**src/rtl/seven_seg_pkg.sv**
```systemverilog
// seven_seg_pkg: shared constants for the seven-segment scanner.
// Holds the active-high hex segment patterns (bit0=a ... bit6=g), the
// blank pattern and a small lookup helper used by the decoder.
package seven_seg_pkg;

    // Active-high segment patterns, written g..a from left to right.
    localparam logic [6:0] SEG_HEX_0 = 7'b0111111;
    localparam logic [6:0] SEG_HEX_1 = 7'b0000110;
    localparam logic [6:0] SEG_HEX_2 = 7'b1011011;
    localparam logic [6:0] SEG_HEX_3 = 7'b1001111;
    localparam logic [6:0] SEG_HEX_4 = 7'b1100110;
    localparam logic [6:0] SEG_HEX_5 = 7'b1101101;
    localparam logic [6:0] SEG_HEX_6 = 7'b1111101;
    localparam logic [6:0] SEG_HEX_7 = 7'b0000111;
    localparam logic [6:0] SEG_HEX_8 = 7'b1111111;
    localparam logic [6:0] SEG_HEX_9 = 7'b1101111;
    localparam logic [6:0] SEG_HEX_A = 7'b1110111;
    localparam logic [6:0] SEG_HEX_B = 7'b1111100;
    localparam logic [6:0] SEG_HEX_C = 7'b0111001;
    localparam logic [6:0] SEG_HEX_D = 7'b1011110;
    localparam logic [6:0] SEG_HEX_E = 7'b1111001;
    localparam logic [6:0] SEG_HEX_F = 7'b1110001;

    // All segments dark (active-high sense).
    localparam logic [6:0] SEG_BLANK = 7'b0000000;

    // Table indexed directly by the nibble value: element [n] is digit n.
    localparam logic [15:0][6:0] SEG_TABLE = {
        SEG_HEX_F, SEG_HEX_E, SEG_HEX_D, SEG_HEX_C,
        SEG_HEX_B, SEG_HEX_A, SEG_HEX_9, SEG_HEX_8,
        SEG_HEX_7, SEG_HEX_6, SEG_HEX_5, SEG_HEX_4,
        SEG_HEX_3, SEG_HEX_2, SEG_HEX_1, SEG_HEX_0
    };

    // Nibble to active-high segment pattern.
    function automatic logic [6:0] seg_lookup(input logic [3:0] nibble);
        return SEG_TABLE[nibble];
    endfunction

endpackage

```
**src/rtl/seg7_decoder.sv**
```systemverilog
// seg7_decoder: purely combinational hex nibble to active-high
// seven-segment pattern (bit0=a ... bit6=g). Polarity is handled by the
// caller at its output registers.
module seg7_decoder
    import seven_seg_pkg::*;
(
    input  logic [3:0] nibble,
    output logic [6:0] segments
);

    // Table lookup; every nibble value has a defined pattern.
    always_comb begin
        segments = seg_lookup(nibble);
    end

endmodule

```
**src/rtl/seven_seg_scanner.sv**
```systemverilog
// seven_seg_scanner: time-multiplexed driver for NUM_DIGITS seven-segment
// digits. A prescaler produces a tick every CLK_DIV cycles; each tick moves
// the scan to the next digit. New data is staged in a pending register and
// only copied to the display register when the scan wraps to digit 0, so a
// frame never shows a mix of old and new digits.
//
// Optional feature: define SEG_LEADING_ZERO_BLANK_EN to blank every digit
// above the highest nonzero digit (digit 0 is always shown).
module seven_seg_scanner
    import seven_seg_pkg::*;
#(
    parameter int unsigned NUM_DIGITS       = 4,
    parameter int unsigned CLK_DIV          = 100000,
    parameter bit          ANODE_ACTIVE_LOW = 1'b0,
    parameter bit          SEG_ACTIVE_LOW   = 1'b0
) (
    input  logic                    clk,
    input  logic                    rst,
    input  logic [4*NUM_DIGITS-1:0] value,
    input  logic [NUM_DIGITS-1:0]   dp,
    input  logic                    load,
    output logic                    busy,
    output logic                    frame_done,
    output logic [NUM_DIGITS-1:0]   anode,
    output logic [6:0]              cathode,
    output logic                    dp_out
);

    localparam int unsigned IDX_W = (NUM_DIGITS > 1) ? $clog2(NUM_DIGITS) : 1;
    localparam int unsigned PRE_W = (CLK_DIV > 1) ? $clog2(CLK_DIV) : 1;

    localparam logic [PRE_W-1:0] PRE_LAST = PRE_W'(CLK_DIV - 1);
    localparam logic [IDX_W-1:0] IDX_LAST = IDX_W'(NUM_DIGITS - 1);

    // Inactive levels of the output pins for the selected polarity.
    localparam logic [NUM_DIGITS-1:0] ANODE_OFF = {NUM_DIGITS{ANODE_ACTIVE_LOW}};
    localparam logic [6:0]            CATH_OFF  = {7{SEG_ACTIVE_LOW}};

    // ------------------------------------------------------------------
    // Scan timing
    // ------------------------------------------------------------------
    logic [PRE_W-1:0] presc_reg;
    logic [IDX_W-1:0] index_reg;
    logic             tick;
    logic             wrap;
    logic             frame_done_reg;

    // With CLK_DIV=1 the counter is pinned at 0 and tick is always high.
    assign tick = (presc_reg == PRE_LAST);
    assign wrap = tick && (index_reg == IDX_LAST);

    // Prescaler: count 0..CLK_DIV-1, restart after the tick cycle.
    always_ff @(posedge clk or negedge rst) begin
        if (!rst) begin
            presc_reg <= '0;
        end else if (tick) begin
            presc_reg <= '0;
        end else begin
            presc_reg <= presc_reg + PRE_W'(1);
        end
    end

    // Digit index: advance on tick, wrap from the last digit back to 0.
    always_ff @(posedge clk or negedge rst) begin
        if (!rst) begin
            index_reg <= '0;
        end else if (wrap) begin
            index_reg <= '0;
        end else if (tick) begin
            index_reg <= index_reg + IDX_W'(1);
        end
    end

    // Frame pulse: high for the one cycle following the wrap edge.
    always_ff @(posedge clk or negedge rst) begin
        if (!rst) begin
            frame_done_reg <= 1'b0;
        end else begin
            frame_done_reg <= wrap;
        end
    end

    assign frame_done = frame_done_reg;

    // ------------------------------------------------------------------
    // Pending / display data
    // ------------------------------------------------------------------
    logic [4*NUM_DIGITS-1:0] pend_value_reg;
    logic [NUM_DIGITS-1:0]   pend_dp_reg;
    logic [4*NUM_DIGITS-1:0] disp_value_reg;
    logic [NUM_DIGITS-1:0]   disp_dp_reg;
    logic                    busy_reg;

    // Pending register: every load overwrites it, so the last load wins.
    always_ff @(posedge clk or negedge rst) begin
        if (!rst) begin
            pend_value_reg <= '0;
            pend_dp_reg    <= '0;
        end else if (load) begin
            pend_value_reg <= value;
            pend_dp_reg    <= dp;
        end
    end

    // Display register: updated only at a frame wrap. A load landing on the
    // wrap edge bypasses the pending stage so it is not held a whole frame.
    always_ff @(posedge clk or negedge rst) begin
        if (!rst) begin
            disp_value_reg <= '0;
            disp_dp_reg    <= '0;
        end else if (wrap) begin
            if (load) begin
                disp_value_reg <= value;
                disp_dp_reg    <= dp;
            end else if (busy_reg) begin
                disp_value_reg <= pend_value_reg;
                disp_dp_reg    <= pend_dp_reg;
            end
        end
    end

    // Busy: set by a load, cleared by the wrap that consumes the data.
    always_ff @(posedge clk or negedge rst) begin
        if (!rst) begin
            busy_reg <= 1'b0;
        end else if (wrap) begin
            busy_reg <= 1'b0;
        end else if (load) begin
            busy_reg <= 1'b1;
        end
    end

    assign busy = busy_reg;

    // ------------------------------------------------------------------
    // Current-digit selection and decode
    // ------------------------------------------------------------------
    logic [3:0]            digit_nibble [NUM_DIGITS];
    logic [3:0]            cur_nibble;
    logic                  cur_dp;
    logic                  cur_blank;
    logic [6:0]            cur_seg;
    logic [NUM_DIGITS-1:0] anode_onehot;

    genvar gi;

    // Split the display word into per-digit nibbles; digit 0 is the LSBs.
    for (gi = 0; gi < NUM_DIGITS; gi++) begin : gen_nibble
        assign digit_nibble[gi] = disp_value_reg[4*gi +: 4];
    end

    assign cur_nibble   = digit_nibble[index_reg];
    assign cur_dp       = disp_dp_reg[index_reg];
    assign anode_onehot = NUM_DIGITS'(1) << index_reg;

`ifdef SEG_LEADING_ZERO_BLANK_EN
    // A digit is a leading zero when it and every digit above it are zero.
    logic [NUM_DIGITS-1:0] blank_mask;

    assign blank_mask[0] = 1'b0;
    for (gi = 1; gi < NUM_DIGITS; gi++) begin : gen_blank
        assign blank_mask[gi] = (disp_value_reg[4*NUM_DIGITS-1:4*gi] == '0);
    end

    assign cur_blank = blank_mask[index_reg];
`else
    assign cur_blank = 1'b0;
`endif

    seg7_decoder u_decoder (
        .nibble   (cur_nibble),
        .segments (cur_seg)
    );

    // ------------------------------------------------------------------
    // Output registers
    // ------------------------------------------------------------------
    logic [NUM_DIGITS-1:0] anode_reg;
    logic [6:0]            cathode_reg;
    logic                  dp_out_reg;

    // Register the pins together; polarity is applied only here so all
    // internal logic stays active-high.
    always_ff @(posedge clk or negedge rst) begin
        if (!rst) begin
            anode_reg   <= ANODE_OFF;
            cathode_reg <= CATH_OFF;
            dp_out_reg  <= SEG_ACTIVE_LOW;
        end else begin
            anode_reg   <= anode_onehot ^ ANODE_OFF;
            cathode_reg <= (cur_blank ? SEG_BLANK : cur_seg) ^ CATH_OFF;
            dp_out_reg  <= (cur_dp & ~cur_blank) ^ SEG_ACTIVE_LOW;
        end
    end

    assign anode   = anode_reg;
    assign cathode = cathode_reg;
    assign dp_out  = dp_out_reg;

endmodule

```
**config.mk**
```make
export PLATFORM = sky130hd
export DESIGN_NAME = seven_seg_scanner
export DESIGN_NICKNAME = d
export VERILOG_FILES = /design/src/rtl/seven_seg_pkg.sv /design/src/rtl/seg7_decoder.sv /design/src/rtl/seven_seg_scanner.sv
export SDC_FILE = /design/constraint.sdc
export NUM_CORES = 1
export LEC_CHECK = 0
export CAP_MARGIN = 20
export CORE_ASPECT_RATIO = 0.5
export CORE_MARGIN = 2
export CORE_UTILIZATION = 50
export DETAILED_ROUTE_END_ITERATION = 16
export PLACE_DENSITY = 0.75
export SLEW_MARGIN = 0
export SYNTH_ARGS = -nofsm -noshare
export SYNTH_HDL_FRONTEND = slang
export SYNTH_SLANG_ARGS = --single-unit
```
**constraint.sdc**
```tcl
create_clock -name clk -period 1.92 [get_ports clk]
set_clock_uncertainty 0.2 [all_clocks]
set_input_delay 0.384 -clock clk [delete_from_list [all_inputs] [get_ports clk]]
set_output_delay 0.384 -clock clk [all_outputs]
set_load 0.1 [all_outputs]
```
Word level (Yosys, flattened, before mapping)
Memories as Yosys holds them, arrays and structs flattened. A register that Yosys moved wholly into a read port is not among the register bits. Cells that the tools add are included.

Equality and inequality tests: 2. Reduce and logical (&&, ||, !) cells: 6. Muxes and demuxes: 14. Add/subtract/negate cells: 2. Shift operators: 1. $lt $le $gt $ge: 2. Bitwise operators: 1.

Operator list (count): two-way mux 16 bit (2); adder 17 x 1 -> 17 bit (second input constant) (1); == test 17 bit (second input constant) (1); two-way mux 17 bit (1); two-way mux 4 bit (4); binary-select mux 4 bit (select 2 bit) (1); nonzero test 2 bit (3); two-way mux 2 bit (2); << shifter 1 x 2 -> 4 bit (first input constant) (1); greater-or-equal comparator 3 bit (second input constant) (1); less-than comparator 2 x 3 -> 1 bit (second input constant) (1); two-way mux 1 bit (3); NOT 2 -> 3 bit (1); adder 2 x 1 -> 2 bit (second input constant) (1); binary-select mux 1 bit (select 2 bit) (1); == test 2 bit (second input constant) (1); AND reduction 2 bit (1); logical AND 1 bit (1); logical NOT 1 bit (1).

Memory bits (read-only): 112. Memories: 1. Register bits: 66. Bits of input ports: 23. Logic and storage cells: 39.

Memory list: (name not given) (words 16, width 7, read ports 1, clocked after Yosys merged registers in 1, wr ports 0, RTL line seven_seg_pkg.sv:37) `return SEG_TABLE[nibble];`.

Logic depth before layout (Yosys ltp)
Depth after elaboration: 4. Gate-level depth with buffers: 7. Depth with buffers taken out: 6.

Modules after synthesis
A second synthesis with hierarchy kept.

Cells, all modules: 231. Area total of the unflattened synthesis: 3280.6 µm².

By module, submodules not included: seven_seg_scanner (times used 1, cells each 198, area an instance 2992.9 µm², seq. area each 1826.8 µm²); seg7_decoder (times used 1, cells each 33, area an instance 287.8 µm², seq. area each 0.0 µm²).

Least setup slack after synthesis
No wires, ideal clock.

Kind: reg2reg. From: reg busy_reg (netlist: busy). To: reg disp_dp_reg[0]. Period minus slack after synthesis: 2148 ps. Data arrival time: 1822 ps. Cell stages (with the launch flop): 5. Path slack: -228 ps. Setup time: 125 ps. Data required time: 1595 ps. Buffers on the path: 1. Path through: dfrtp_1 > nor2_1 > or3_4 > buf_6 > mux2_4.

Longest elaborated chain between the ends: 2.

Ends and longest elaborated chain: start: declaration (RTL line seven_seg_scanner.sv:92) `logic busy_reg;`; start signal: assignment (RTL line seven_seg_scanner.sv:125) `busy_reg <= 1'b0;`; start signal: assignment (RTL line seven_seg_scanner.sv:127) `busy_reg <= 1'b0;`; start signal: assignment (RTL line seven_seg_scanner.sv:129) `busy_reg <= 1'b1;`; nonzero test 2 bit (no source line); AND reduction 2 bit (no source line); end signal: assignment (RTL line seven_seg_scanner.sv:114) `disp_dp_reg <= dp;`; end signal: assignment (RTL line seven_seg_scanner.sv:117) `disp_dp_reg <= pend_dp_reg;`; end: declaration (RTL line seven_seg_scanner.sv:91) `logic [NUM_DIGITS-1:0] disp_dp_reg;`.

No other way between the ends. A chain may end at the register's enable or synchronous reset.

Worst setup path in the final report
From: reg presc_reg[11]. To: reg disp_value_reg[1].

Longest elaborated chain between the ends: 3.

Ends and longest elaborated chain: start: declaration (RTL line seven_seg_scanner.sv:42) `logic [PRE_W-1:0] presc_reg;`; start signal: assignment (RTL line seven_seg_scanner.sv:59) `presc_reg <= presc_reg + PRE_W'(1);`; == test 17 bit (RTL line seven_seg_scanner.sv:49) `assign tick = (presc_reg == PRE_LAST);`; logical AND 1 bit (RTL line seven_seg_scanner.sv:50) `assign wrap = tick && (index_reg == IDX_LAST);`; AND reduction 2 bit (no source line); end signal: assignment (RTL line seven_seg_scanner.sv:113) `disp_value_reg <= value;`; end signal: assignment (RTL line seven_seg_scanner.sv:116) `disp_value_reg <= pend_value_reg;`; end: declaration (RTL line seven_seg_scanner.sv:90) `logic [4*NUM_DIGITS-1:0] disp_value_reg;`.

No other way between the ends.

==> metrics.yaml <==
global_routing:
  groute.layer.met2.usage_pct: 42.6
  grt_first_pass_wirelength_um: 13100
  number_of_global_route_vias_before_repair: 2520
  grt.met1_usage_pct: 29.0
  grt_util_met3_pct: 7.85
  grt-ovfl-total: 0
  gr-max-usage-layer: "met2"
  grt_max_degree: 32
  grt_antenna_before_repair: 0
  grt_util_all_layers_pct: 24.4
yosys:
  ys_seq_area_share_pct: 54.6
  synth_fa_ha_area_share_pct: 4.49
  yosys-mux-area-fraction_pct: 20.4
  async_flop_share_pct: 100
  syn-instance-count: 243
  synth_simple_gate_area_share_pct: 10.7
  compound_gate_fraction_of_synth_area_pct: 2.65
  mapped_nets: 278
  synth.largest_area_cell: "dfrtp_1"
  yosys_most_used_dff: "dfrtp_1"
  synth-edff-count: 0
  register_bit_count_reported_by_yosys: 73
  synth.top_cells.by_area: "dfrtp_1 55%, mux2_4 9.0%, mux2_2 7.1%"
  combinational_family_with_the_most_area_after_synthesis: "multiplexers"
  postSynthAreaPerCell_sq_um: 13.8
  synth.yosys.warnings: 0
  mappedNetlistArea_sq_um: 3350
  synth_largest_type_area_fraction_pct: 54.6
  synth_cell_type_count: 37
  post_synth_xor_area_fraction_pct: 4.71
timing:
  period_needed_ns: 2.13
  finalHoldViolCount: 0
  fin_hold_ws_ns: 0.304
  timing.final.crit_share_pct: 111
  rsz0062_at_grt: "yes"
  timing.fmax_ghz: 0.469
  fin_ws_ns: -0.212
  setup-violations-final: 27
  timing.slew.headroom_pct: 66.5
  worstMarginPinSlew_ns: 0.502
  drv_slew: 0
finish:
  multiInputGateArea_sq_um: 1730
  layout.filler_cells: 357
  diodes: 0
  layout_stage_area_growth_over_the_synthesis_result_pct: 50.9
  nets: 373
  largest_register_ffs: 17
  seq_area_sq_um: 1830
  proportion_of_layout_cells_with_a_drive_suffix_above_1_pct: 49.3
job:
  max_cap_viol_count: 0
drt:
  drt_first_pass_iters: 4
  vias_per_cell: 5.45
  drc: 0
  vias: 2371
  wl_um: 8470
  first_iter_violations: 150
  route.detailed.wl_per_inst_um: 19.5
  ant_nets: 0
critical_path:
  type_of_element_capturing_the_critical_path: "register"
  timing_worst_setup_path_type: "register to register"
  worstPathCellList: "nor4b_4 > nand4_1 > or3_4 > mux2_4"
  critical-path-max-stage-delay_ns: 0.52
  worstPathMaxFanout: 5
  cp_data_required_time_ns: 1.94
  cp_delay_by_family_top: "simple AND/OR/NAND/NOR gates"
  cp_data_arrival_time_ns: 2.16
  setup_crit_start_kind: "register"
  number_of_buffers_and_inverters_on_the_critical_path: 0
  worst_path_max_delay_cell: "or3_4"
floorplanning:
  initial_core_util_pct: 51.0
  floorplan.rows: 21
  die-area_sq_um: 7400
  num_io_pins: 37
  floorplan.die.width_um: 120
  fp.dieH_um: 61.9
  core_sq_um: 6570
clocking:
  clk_root_buffer_cell: "clkbuf_16"
  clock-sinks: 73
  clkSlewWorstSetupHoldPaths_ns: 0.06
  cts-htree-levels: 3
  number_of_clock_buffers_inserted_by_tritoncts: 9
  cts-root-to-sink-buffers: 2
  clock_insertion_delay_worst_skew_ns: 0.34
  tritoncts: "done"
outcome:
  run_status: "finished with violations"
  failed_checks: "setup timing"
place:
  port_buffers: 36
  globalplace.congestion: 0.799
  hpwlAfterDp_um: 4860
min_path:
  hold_path.class: "register to register"
power:
  power.leakage_nw: 2.30
  p_per_area_nw_per_um2: 852
  fin_total_pwr_mw: 4.30
  vdd.ir_drop.worst_mv: 0.567
[where the power goes]
group	leakage (nW)	switching [mW]	internal, mW
clock	0.190	0.637	1.57
combinational	1.20	0.227	0.219
sequential	0.909	0.0425	1.61
[per-layer routing]
| metal | vias up | wire, um | part of all wire, % |
|---|---|---|---|
| met5 | - | 0 | 0 |
| met4 | 0 | 237 | 2.8 |
| met3 | 28 | 319 | 3.8 |
| met2 | 57 | 4400 | 52 |
| met1 | 1220 | 3520 | 42 |
| li1 | 1066 | - | - |
[cell usage in the layout (no fill, tap or decap), drive strengths merged, types with 2 or more instances in the layout]
master	count
dfrtp	73
buf	65
mux2	41
clkdlybuf4s50	21
xor2	13
nor2	13
ha	12
clkbuf	11
mux4	8
inv	8
nand2	8
nand4	7
nand3	6
a21oi	6
xnor2	5
bufinv	5
or3	5
nor2b	5
and4	3
nor3	3
or2	2
clkinv	2
nor3b	2
a311oi	2
nor4b	2
nor4	2
o21ai	2
and2	2
[cells in the mapped netlist, drive strengths merged (2+ instances only)]
library cell,instances
nand2,8
nor4,2
o21ai,2
buf,4
or3,2
xnor2,5
inv,10
nor2,13
clkbuf,4
nor3,3
and2,2
a21oi,6
dfrtp,73
nand3,6
nor4b,2
and4,3
nor3b,2
nand4,7
ha,12
mux2,41
nor2b,5
or2,2
xor2,13
mux4,6
a311oi,2
[cell type report]
| type | count | area share (%) |
|---|---|---|
| multi-input combinational | 157 | 34.3 |
| tap | 92 | 2.28 |
| clock inverter | 5 | 2.97 |
| inverter | 10 | 0.942 |
| timing repair buffer | 87 | 18.5 |
| clock buffer | 11 | 4.81 |
| sequential | 73 | 36.2 |
[path summary, 6_finish.rpt]
check / to / slack (ns) / cells past startpoint / start
setup / recovery: disp_value_reg[1] / -0.21 / 4 / presc_reg[11]
hold / removal: pend_value_reg[11] / 0.30 / 1 / pend_value_reg[11]
setup reg to reg: disp_value_reg[1] / -0.21 / 4 / presc_reg[11]
hold reg to reg: pend_value_reg[11] / 0.30 / 1 / pend_value_reg[11]
max in group asynchronous: index_reg[0] / 0.63 / 3 / rst
min in group asynchronous: presc_reg[0] / 0.34 / 2 / rst
[through the flow]
stage | area (sq um) | utilization [%] | setup WS, ns | cells | TNS [ns]
2_1_floorplan | 3360 | - | -0.189 | 243 | -3.85
3_3_place_gp | 4270 | 65.0 | -0.215 | 406 | -5.09
3_5_place_dp | 4270 | 65.0 | -0.263 | 406 | -6.02
4_1_cts | 4870 | 74.2 | -0.215 | 433 | -3.88
5_1_grt | 5050 | 76.9 | -0.272 | 435 | -5.86
6_report | 5050 | 76.9 | -0.212 | 435 | -4.36
[logic make-up (layout without fill, tap and decap cells)]
| family | count (synthesis) | count (layout) |
|---|---|---|
| DFF | 73 | 73 |
| muxes | 48 | 50 |
| and+or+nand+nor | 60 | 63 |
| AOI/OAI and AO/OA | 14 | 14 |
| adders and majority gates | 12 | 12 |
| xor gates and xnor gates | 18 | 18 |
| buffers and inverters | 18 | 113 |
[repair_timing]
item / CTS / global route
hold buffers: 1 / 0
pin swaps: 10 / 10
gates resized for setup: 21 / 35
hold endpoints to repair: 18 / 0
buffers inserted: 5 / 2
setup endpoints to repair: 27 / 27
gates cloned: 5 / 0
Note: power is estimated with default switching activity, not from simulation.
